===== config.mk =====
export PLATFORM = sky130hd
export DESIGN_NAME = majority_voter_seq_flat
export DESIGN_NICKNAME = d
export VERILOG_FILES = /design/src/rtl/majority_voter_seq_if.sv /design/src/rtl/majority_voter_seq.sv /design/src/flat_wrapper.sv
export SDC_FILE = /design/constraint.sdc
export NUM_CORES = 1
export LEC_CHECK = 0
export ABC_AREA = 1
export CORE_MARGIN = 1.5
export CORE_UTILIZATION = 45
export DETAILED_ROUTE_END_ITERATION = 16
export MAX_ROUTING_LAYER = met4
export PLACE_DENSITY = 0.68
export SLEW_MARGIN = 20
export SYNTH_ARGS = -nofsm -noshare
export SYNTH_HDL_FRONTEND = slang
export SYNTH_SLANG_ARGS = --single-unit

===== constraint.sdc =====
create_clock -name CLK -period 1.6 [get_ports CLK]
set_input_delay 0.16 -clock CLK [delete_from_list [all_inputs] [get_ports CLK]]
set_output_delay 0.16 -clock CLK [all_outputs]
set_load 0.1 [all_outputs]

===== src/rtl/majority_voter_seq_if.sv =====
// Bus bundle for the registered N-channel majority voter: redundant input
// samples in, voted word plus per-channel fault status out.
interface majority_voter_seq_if #(
    parameter int N = 3,
    parameter int W = 1
);
    logic [N*W-1:0] IN_DATA;
    logic           IN_VALID;
    logic           CLR_FAULT;
    logic [W-1:0]   F;
    logic           F_VALID;
    logic [N-1:0]   DISAGREE;
    logic [N-1:0]   ISOLATED;
    logic           TIE;
    logic           NO_QUORUM;

    // Producer / consumer side of the voter
    modport master (
        output IN_DATA, IN_VALID, CLR_FAULT,
        input  F, F_VALID, DISAGREE, ISOLATED, TIE, NO_QUORUM
    );

    // Voter side
    modport slave (
        input  IN_DATA, IN_VALID, CLR_FAULT,
        output F, F_VALID, DISAGREE, ISOLATED, TIE, NO_QUORUM
    );
endinterface


===== src/rtl/majority_voter_seq.sv =====
// Registered N-channel, W-bit majority voter. Each output bit is the strict
// majority of that bit over the non-isolated channels; ties resolve to 0 and
// raise TIE. A channel that disagrees with the vote on FAULT_LIMIT consecutive
// valid samples is isolated until reset or a CLR_FAULT pulse.
module majority_voter_seq #(
    parameter int N           = 3,
    parameter int W           = 1,
    parameter int FAULT_LIMIT = 4
) (
    input logic CLK,
    input logic RST,
    majority_voter_seq_if.slave bus
);

    localparam int CW = $clog2(FAULT_LIMIT + 1);
    localparam int PW = $clog2(N + 1);
    localparam logic [CW-1:0] LIMIT = CW'(FAULT_LIMIT);

    // Registered outputs and sticky isolation state
    logic [W-1:0] fReg;
    logic         fValidReg;
    logic [N-1:0] disagreeReg;
    logic [N-1:0] isolatedReg;
    logic [N-1:0] isolatedNext;
    logic         tieReg;
    logic         noQuorumReg;

    // Combinational vote over the pre-edge active set
    logic [PW-1:0] actCount;
    logic          quorum;
    logic [W-1:0]  voteWord;
    logic [W-1:0]  tieBits;
    logic [N-1:0]  disagreeVec;

    // Count channels still taking part in the vote
    always_comb begin
        actCount = '0;
        for (int c = 0; c < N; c++) begin
            if (!isolatedReg[c]) begin
                actCount = actCount + PW'(1);
            end
        end
    end

    assign quorum = (actCount != '0);

    genvar gi;

    // Per-bit popcount over active channels; doubling the count keeps the
    // majority/tie test exact for both odd and even active counts
    generate
        for (gi = 0; gi < W; gi++) begin : bitVote
            logic [PW-1:0] onesCount;

            // Active channels voting 1 on this bit
            always_comb begin
                onesCount = '0;
                for (int c = 0; c < N; c++) begin
                    if (!isolatedReg[c] && bus.IN_DATA[c*W + gi]) begin
                        onesCount = onesCount + PW'(1);
                    end
                end
            end

            assign voteWord[gi] = {onesCount, 1'b0} >  {1'b0, actCount};
            assign tieBits[gi]  = {onesCount, 1'b0} == {1'b0, actCount};
        end
    endgenerate

    // Per-channel disagreement flag, fault counter and isolation decision.
    // Disagreement is reported for isolated channels too so recovery is
    // visible, but only active channels move their counters.
    generate
        for (gi = 0; gi < N; gi++) begin : chanState
            logic [W-1:0]  chWord;
            logic [CW-1:0] cntReg;
            logic [CW-1:0] cntNext;
            logic          isoBit;

            assign chWord          = bus.IN_DATA[gi*W +: W];
            assign disagreeVec[gi] = quorum && (chWord != voteWord);

            // Counter and isolation next-state; a clear overrides any update
            always_comb begin
                cntNext = cntReg;
                isoBit  = isolatedReg[gi];
                if (bus.CLR_FAULT) begin
                    cntNext = '0;
                    isoBit  = 1'b0;
                end else if (bus.IN_VALID && quorum && !isolatedReg[gi]) begin
                    if (disagreeVec[gi]) begin
                        if (cntReg < LIMIT) begin
                            cntNext = cntReg + CW'(1);
                        end
                        if (cntNext == LIMIT) begin
                            isoBit = 1'b1;
                        end
                    end else begin
                        cntNext = '0;
                    end
                end
            end

            // Consecutive-disagreement counter register
            always_ff @(posedge CLK) begin
                if (RST) begin
                    cntReg <= '0;
                end else begin
                    cntReg <= cntNext;
                end
            end

            assign isolatedNext[gi] = isoBit;
        end
    endgenerate

    // Output registers: vote results only move on valid samples; with no
    // active channel the previous word is kept and NO_QUORUM is flagged
    always_ff @(posedge CLK) begin
        if (RST) begin
            fReg        <= '0;
            fValidReg   <= 1'b0;
            disagreeReg <= '0;
            isolatedReg <= '0;
            tieReg      <= 1'b0;
            noQuorumReg <= 1'b0;
        end else begin
            fValidReg   <= bus.IN_VALID;
            isolatedReg <= isolatedNext;
            if (bus.IN_VALID) begin
                if (quorum) begin
                    fReg        <= voteWord;
                    disagreeReg <= disagreeVec;
                    tieReg      <= |tieBits;
                    noQuorumReg <= 1'b0;
                end else begin
                    disagreeReg <= '0;
                    tieReg      <= 1'b0;
                    noQuorumReg <= 1'b1;
                end
            end
        end
    end

    assign bus.F         = fReg;
    assign bus.F_VALID   = fValidReg;
    assign bus.DISAGREE  = disagreeReg;
    assign bus.ISOLATED  = isolatedReg;
    assign bus.TIE       = tieReg;
    assign bus.NO_QUORUM = noQuorumReg;

endmodule


===== src/flat_wrapper.sv =====
// flat-port wrapper written by rule: the top's interface ports become plain ports
module majority_voter_seq_flat 
#(
    parameter int N           = 3,
    parameter int W           = 1,
    parameter int FAULT_LIMIT = 4
)
  (CLK, RST, bus_IN_DATA, bus_IN_VALID, bus_CLR_FAULT, bus_F, bus_F_VALID, bus_DISAGREE, bus_ISOLATED, bus_TIE, bus_NO_QUORUM);
  majority_voter_seq_if #(.N(N), .W(W)) bus_i ();
  input logic CLK;
  input logic RST;
  input wire logic [$bits(bus_i.IN_DATA)-1:0] bus_IN_DATA;
  input wire logic [$bits(bus_i.IN_VALID)-1:0] bus_IN_VALID;
  input wire logic [$bits(bus_i.CLR_FAULT)-1:0] bus_CLR_FAULT;
  output wire logic [$bits(bus_i.F)-1:0] bus_F;
  output wire logic [$bits(bus_i.F_VALID)-1:0] bus_F_VALID;
  output wire logic [$bits(bus_i.DISAGREE)-1:0] bus_DISAGREE;
  output wire logic [$bits(bus_i.ISOLATED)-1:0] bus_ISOLATED;
  output wire logic [$bits(bus_i.TIE)-1:0] bus_TIE;
  output wire logic [$bits(bus_i.NO_QUORUM)-1:0] bus_NO_QUORUM;
  assign bus_i.IN_DATA = bus_IN_DATA;
  assign bus_i.IN_VALID = bus_IN_VALID;
  assign bus_i.CLR_FAULT = bus_CLR_FAULT;
  assign bus_F = bus_i.F;
  assign bus_F_VALID = bus_i.F_VALID;
  assign bus_DISAGREE = bus_i.DISAGREE;
  assign bus_ISOLATED = bus_i.ISOLATED;
  assign bus_TIE = bus_i.TIE;
  assign bus_NO_QUORUM = bus_i.NO_QUORUM;
  majority_voter_seq #(.N(N), .W(W), .FAULT_LIMIT(FAULT_LIMIT)) u_core (.CLK(CLK), .RST(RST), .bus(bus_i));
endmodule

==> results.md, run 1 <==
- Status: finished with violations
- Failing checks: negative setup slack
- Number of global-route vias before repair: 1062
- Switching power: between 300 and 400 uW
- Seq. cell area: 391.6 um^2
- Die extent in x: 53.22 um
- Num ports: 17
- RSZ-0062 raised after global routing: yes
- CTS tree: yes
- Average size of a mapped cell: between 6 and 7 um^2
- Required time worst endpoint: ~1900 ps
- CTS Buf Count: 3
- Root Driver: clkbuf_4
- Slew @ Worst Pin: around 310 ps
- Layout cell share with drive strength beyond 1: 36.06%
- Clock power share: between 20% and 30%
- # setup viols final: 17
- Clock period minus final worst setup slack: 1920 ps
- Worst Clk Skew: 11.15 ps
- F_max: around 520 MHz
- Clock buffer depth: 2
- Cell area power density: slightly above 600 nW/um^2
- Clk_lat worst skew: around 300 ps
- Number of diodes: 0
- Die area: 2832 um^2
- Cell taking the most area after synthesis: dfxtp_1
- Area occupied by multi-input gates: 795.8 um^2
- Setup WS post-layout: -319.7 ps
- Worst-path clk slew: 130 ps
- Internal power: 722.2 uW
- HPWL after DPL: 2201 um
- Total number of vias: 1237
- CP Cell Sequence: nor2_4, ha_4, xnor2_4, ha_4, nand3_4, nand2_8, nand2_8, nand2_4, nand4_1, a21oi_1
- Port bufs: 16
- Pleak: approximately 0.87 nW
- Netlist cell types: 20
- Crit path kind: flop to flop
- Post-Route WL: between 3000 and 4000 um
- Synth top area share: 33.52%
- Largest net degree at the start of global routing: 12
- Main area contributors after synthesis: dfxtp_1 (34%), inv_1 (11%), ha_1 (8.8%), nand2_1 (7.6%), nand4_1 (7.2%)
- Slew Viols, Final: 0
- Area growth syn-to-layout: 60.53%
- Gr usage total: 24.56%
- Peak VDD IR: 0.4664 mV
- Synth warn: 0
- Starting DRC count in detailed routing: 33
- DRC violations left: 0
- Chip Height: 53.22 um
- Layout Nets: 224
- # Max-Cap Violations: 0
- Post-Syn Nets: 180
- DRT Pass-1 Iters: 4
- Sequential-to-total area share from yosys stat: around a third
- Num rows: 18
- Vias per cell: roughly 5.2
- Flops & latches, synth: 19
- Initial core utilization: a little under half
- Seq pwr share: 45.6%
- Nature of the critical path endpoint: flop
- Slowest stage delay, CP: 380 ps
- Sw frac: 34.61%
- Post-Synthesis Cells: 165
- Count of final hold-check violations: 0
- First-pass GRT wire length: 4836 um
- Comb power frac: 31.3%
- Critical path's top delay family: simple AND/OR/NAND/NOR gates
- Initial antenna violation count: 0
- Drt wl/cell: 13.62 um
- Crit path DAT: 2170 ps
- Core area: 2432 um^2
- Buf/Inv on CP: 0
- Crit path max fanout: 5
- Final Wtd Congestion: 0.8785
- # hold bufs at CTS: 0
- Relative slew slack: 79.01%
- Crit-path slowest cell: dfxtp_4
- Period utilisation layout: 120.0%
- Fill cell count: 180
- Clock sink count: 19
- Post-route setup TNS: -4750 ps
- Post-synthesis cell area: 1135 um^2
- Htree depth: 1
- Utilization after layout: 74.90%
- Final ANT Viol Nets: 0
- Startpoint types: flop
- Grt ovf: 0
- Worst min path class: primary input to flop
power by group through the flow:
stage / combinational, mW / sequential (mW) / clock (mW)
6_report: 0.345 / 0.503 / 0.256
3_5_place_dp: 0.285 / 0.514 / 0
5_1_grt: 0.370 / 0.505 / 0.289
3_3_place_gp: 0.280 / 0.513 / 0
2_1_floorplan: 0.102 / 0.582 / 0
4_1_cts: 0.302 / 0.503 / 0.255
cell usage after synthesis (all sizes together):
master	n
nand2	28
xor2	2
nand4	13
or2	3
nor2	14
dfxtp	19
inv	33
a31oi	1
o21ai	13
ha	8
nand3	16
buf	1
xnor2	1
a21oi	13
per-layer routing:
layer,routed length (um),track usage [%]
met5,0,-
met4,51,10.68
met3,142,5.085
met2,1705,41.98
met1,1342,27.46
registers in the layout (all words and copies together) (netlist names):
name / flops
u_core.bus.DISAGREE: 3
u_core.bus.F: 1
u_core.bus.F_VALID: 1
u_core.bus.ISOLATED: 3
u_core.bus.NO_QUORUM: 1
u_core.bus.TIE: 1
u_core.chanState.cntReg: 9
kinds of logic after synthesis:
| family | count (synthesis) | synth area share, % |
|---|---|---|
| flops | 19 | 33.52 |
| fa+ha+maj | 8 | 8.821 |
| compound gates | 27 | 12.02 |
| simple gates | 74 | 31.97 |
| buf+inv | 34 | 11.36 |
| xor+xnor | 3 | 2.316 |
worst reg2reg max path, stage by stage (launching register included):
cell	delay, ps
dfxtp_4	380
nor2_4	170
ha_4	250
xnor2_4	150
ha_4	290
nand3_4	90
nand2_8	120
nand2_8	80
nand2_4	100
nand4_1	90
a21oi_1	150
area by class of cell:
class                      instances  area share, %
tap                               30          2.060
timing repair buffer              40          24.45
clock inverter                     1         0.2747
multi-input combinational        112          43.68
clock buffer                       3          1.236
inverter                          33          6.799
sequential                        19          21.50
metrics by stage:
stage / instances / total power [mW] / instance area [um^2] / worst slack, ps / hold slack [ps]
global placement: 229 / 0.7925 / 1634 / -581.6 / 491.2
finish: 238 / 1.104 / 1822 / -319.7 / 414.4
CTS: 237 / 1.060 / 1733 / -275.0 / 426.4
floorplan: 165 / 0.6835 / 1199 / -276.9 / 229.1
detailed placement: 229 / 0.7991 / 1634 / -640.3 / 498.3
global route: 238 / 1.165 / 1822 / -394.5 / 424.8
worst paths after layout:
path | startpoint | to | slack [ps] | cells after the start
hold reg to reg | u_core.chanState[0].cntReg[0] | u_core.chanState[0].cntReg[0] | 510 | 2
setup / recovery | u_core.bus.ISOLATED[1] | u_core.chanState[0].cntReg[0] | -320 | 10
setup reg to reg | u_core.bus.ISOLATED[1] | u_core.chanState[0].cntReg[0] | -320 | 10
hold / removal | bus_IN_DATA[1] | u_core.chanState[1].cntReg[0] | 410 | 5
layout by cell type (no fill, tap or decap), types with 3 or more instances in the layout:
cell,count
clkdlybuf4s50_1,4
buf_12,10
dfxtp_4,3
nand4_1,13
nand2_1,18
nand2_2,4
buf_4,22
or2_2,3
ha_1,5
inv_1,28
nand3_1,10
clkbuf_4,3
dfxtp_1,16
o21ai_0,10
nand3_2,5
a21oi_2,3
nor2_1,11
ha_4,3
o21ai_1,3
inv_2,5
nand2_4,4
a21oi_1,10
repair_timing:
item                                   4_1_cts  5_1_grt
cloned                                       0        0
gates resized for setup                     14       12
pin swaps                                   15        9
endpoints found under the hold margin        0        0
setup endpoints to repair                   16       17
setup buffers                                4        1
Note: power is estimated with default switching activity, not from simulation.
==> run 2: changes to the inputs <==
--- a/config.mk
+++ b/config.mk
@@ -11,6 +11,7 @@
 export DETAILED_ROUTE_END_ITERATION = 16
 export MAX_ROUTING_LAYER = met4
 export PLACE_DENSITY = 0.68
+export REMOVE_ABC_BUFFERS = 1
 export SLEW_MARGIN = 20
 export SYNTH_ARGS = -nofsm -noshare
 export SYNTH_HDL_FRONTEND = slang
==> run 2 against run 1 <==
The run still ends with negative setup slack left. Flip-flop and latch count unchanged. Register-to-register slack better by 20 ps. Die area did not move. Clock skew shrank 8.1 ps. Count of clock-buffer cells in the layout unchanged. Sequential share of layout area down 0.98 points. Sequential power is essentially flat. Largest power group unchanged.
==> results.md, run 2 (same netlist as run 1, synthesis figures left out) <==
- Status: finished with violations (unchanged)
- Failing checks: negative setup slack (unchanged)
- Period utilisation layout: 118.9% (was 120.0%)
- Buf/Inv on CP: 3 (was 0)
- Top reg by flops: u_core.chanState.cntReg (unchanged)
- Starting DRC count in detailed routing: 46 (was 33)
- Largest net degree at the start of global routing: 12 (unchanged)
- Count of final hold-check violations: 0 (unchanged)
- Tot Pwr: 1.097 mW (was 1.104 mW)
- Setup WS post-layout: -303.1 ps (was -319.7 ps)
- Die extent in x: 53.22 um (unchanged)
- HPWL after DPL: 2306 um (was 2201 um)
- Crit path max fanout: 5 (unchanged)
- Crit path kind: flop to flop (unchanged)
- Clock buffer depth: 2 (unchanged)
- CP Cell Sequence: buf_6, inv_4, ha_4, inv_1, nand2_2, nand2_4, ha_4, nand3_4, nand2_4, nand2_4, nand2_4, nand4_1, a21oi_1 (was nor2_4, ha_4, xnor2_4, ha_4, nand3_4, nand2_8, nand2_8, nand2_4, nand4_1, a21oi_1)
- CTS tree: yes (unchanged)
- Post-Route WL: 3721 um (was 3241 um)
- Initial core utilization: 46.66% (unchanged)
- Utilization after layout: 77.73% (was 74.90%)
- CTS Buf Count: 3 (unchanged)
- Port bufs: 16 (unchanged)
- Relative slew slack: 72.78% (was 79.01%)
- # Max-Cap Violations: 0 (unchanged)
- Initial antenna violation count: 0 (unchanged)
- Chip Height: 53.22 um (unchanged)
- Post-DP Area: 1600 um^2 (was 1634 um^2)
- F_max: 525.5 MHz (was 520.9 MHz)
- Crit-path slowest cell: dfxtp_4 (unchanged)
- Setup slack, reg-to-reg: -300 ps (was -320 ps)
- Cell area power density: 580.4 nW/um^2 (was 606.3 nW/um^2)
- Pleak: 0.8818 nW (was 0.8721 nW)
- Cells after DPL: 233 (was 229)
- Max FFs per register: 9 (unchanged)
- Post-route cell area: 1891 um^2 (was 1822 um^2)
- DRT Pass-1 Iters: 4 (unchanged)
- Crit path DAT: 2130 ps (was 2170 ps)
- Area growth syn-to-layout: 66.59% (was 60.53%)
- Num ports: 17 (unchanged)
- Htree depth: 1 (unchanged)
- RR Startpoint: u_core.bus.ISOLATED[1] (unchanged)
- Vias per cell: 5.438 (was 5.197)
- Slew @ Worst Pin: 407.1 ps (was 313.9 ps)
- RSZ-0062 raised after global routing: yes (unchanged)
- Final ANT Viol Nets: 0 (unchanged)
- Worst Clk Skew: 3.089 ps (was 11.15 ps)
- Slew Viols, Final: 0 (unchanged)
- Worst r2r dst: u_core.chanState[0].cntReg[2] (was u_core.chanState[0].cntReg[0])
- Gr usage total: 26.86% (was 24.56%)
- Worst-case reg-to-reg path depth: 13 (was 10)
- Num rows: 18 (unchanged)
- Layout Nets: 228 (was 224)
- Grt ovf: 0 (unchanged)
- Core area: 2432 um^2 (unchanged)
- Peak VDD IR: 0.4760 mV (was 0.4664 mV)
- Critical path's top delay family: simple AND/OR/NAND/NOR gates (unchanged)
- Layout cell share with drive strength beyond 1: 38.68% (was 36.06%)
- Root Driver: clkbuf_4 (unchanged)
- Startpoint types: flop (unchanged)
- First-pass GRT wire length: 5333 um (was 4836 um)
- Die area: 2832 um^2 (unchanged)
- Hold endpoint: u_core.chanState[1].cntReg[0] (unchanged)
- Total number of vias: 1316 (was 1237)
- Most frequent cells in the layout: inv_1 (28), buf_4 (26), dfxtp_1 (17) (was inv_1 (28), buf_4 (22), nand2_1 (18))
- Cell mode on critical path: nand2_4
- Number of diodes: 0 (unchanged)
- DRC violations left: 0 (unchanged)
- Commonest non-fill, non-tap cell in the layout: inv_1 (unchanged)
- # setup viols final: 17 (unchanged)
- Hold path startpoint: bus_IN_DATA[1] (unchanged)
- Clock sink count: 19 (unchanged)
- Drt wl/cell: 15.38 um (was 13.62 um)
- Slowest stage delay, CP: 380 ps (about the same)
- Clk_lat worst skew: 290 ps (was 300 ps)
- Final Wtd Congestion: 0.8997 (was 0.8785)
- Layout Cells excl Fill: 242 (was 238)
- Clock period minus final worst setup slack: 1903 ps (was 1920 ps)
- Hold Path Depth: 4 (was 5)
- Number of global-route vias before repair: 1176 (was 1062)
- Required time worst endpoint: 1830 ps (was 1850 ps)
- Worst min path class: primary input to flop (unchanged)
- Nature of the critical path endpoint: flop (unchanged)
- Worst-path clk slew: 110 ps (was 130 ps)
## run 2: changes by cell type in the layout (fill, tap and decap cells not counted), moves of 2 or more
| cell | before | now |
|---|---|---|
| nand2_4 | 4 | 6 |
| buf_4 | 22 | 26 |
| inv_2 | 5 | 2 |
| nand2_1 | 18 | 16 |
| inv_4 | 0 | 3 |
## run 2: how the worst max path moves through the flow
stage,start,to,slack [ps],cells past startpoint
final,u_core.bus.ISOLATED[1],u_core.chanState[0].cntReg[2],-300,13
after CTS,u_core.bus.ISOLATED[0],u_core.chanState[0].cntReg[0],-200,10
after floorplan,u_core.bus.ISOLATED[0],u_core.bus.ISOLATED[0],-930,12
after global routing,u_core.bus.ISOLATED[1],u_core.bus.ISOLATED[1],-350,13
after detailed placement,bus_IN_DATA[0],u_core.chanState[0].cntReg[0],-790,12
after global placement,bus_IN_DATA[0],u_core.chanState[0].cntReg[2],-710,12
## run 2: through the flow
| step | hold slack (ps) | TNS [ps] | setup WS [ps] |
|---|---|---|---|
| 2_1_floorplan | 229.1 | -15900 | -933.0 |
| 3_3_place_gp | 490.9 | -10850 | -706.4 |
| 3_5_place_dp | 502.0 | -12130 | -789.4 |
| 4_1_cts | 360.6 | -2728 | -199.8 |
| 5_1_grt | 397.2 | -4866 | -351.1 |
| 6_report | 369.5 | -3755 | -303.1 |
## run 2: cell type report
cell class / count / area [um^2]
sequential: 19 / 387.9
timing repair buffer: 44 / 475.5
multi-input combinational: 112 / 830.8
clock inverter: 1 / 5.005
tap: 30 / 37.54
fill: 160 / 541.8
inverter: 33 / 131.4
clock buffer: 3 / 22.52
## run 2: worst min-delay path, delay by kind of cell
kind / cells / cell delay (ps)
AO/OA/AOI/OAI: 1 / 60
AND/OR/NAND/NOR: 2 / 150
buffers and inverters: 1 / 260
## run 2: repair_timing
action	4_1_cts	5_1_grt
gates resized for setup	35	20
buffers inserted	3	3
setup endpoints to repair	18	18
pin swaps	15	11
hold buffers	0	0
## run 2: per-layer routing
metal / up-vias / wire length [um] / track usage [%]
li1: 636 / - / -
met4: 0 / 55 / 8.120
met1: 610 / 1438 / 30.09
met3: 8 / 257 / 3.107
met5: - / 0 / -
met2: 62 / 1970 / 49.38
## run 2: power by group
part           switching, mW  internal (mW)  leakage [nW]
registers             0.0183          0.487         0.157
clock network          0.153         0.0929        0.0177
logic                  0.206          0.139         0.707
==> run 3: changes to the inputs <==
--- a/config.mk
+++ b/config.mk
@@ -12,7 +12,6 @@
 export MAX_ROUTING_LAYER = met4
 export PLACE_DENSITY = 0.68
 export REMOVE_ABC_BUFFERS = 1
-export SLEW_MARGIN = 20
 export SYNTH_ARGS = -nofsm -noshare
 export SYNTH_HDL_FRONTEND = slang
 export SYNTH_SLANG_ARGS = --single-unit
==> results of run 3 <==
No change in the layout: final DEF, timing and power equal those of run 2.
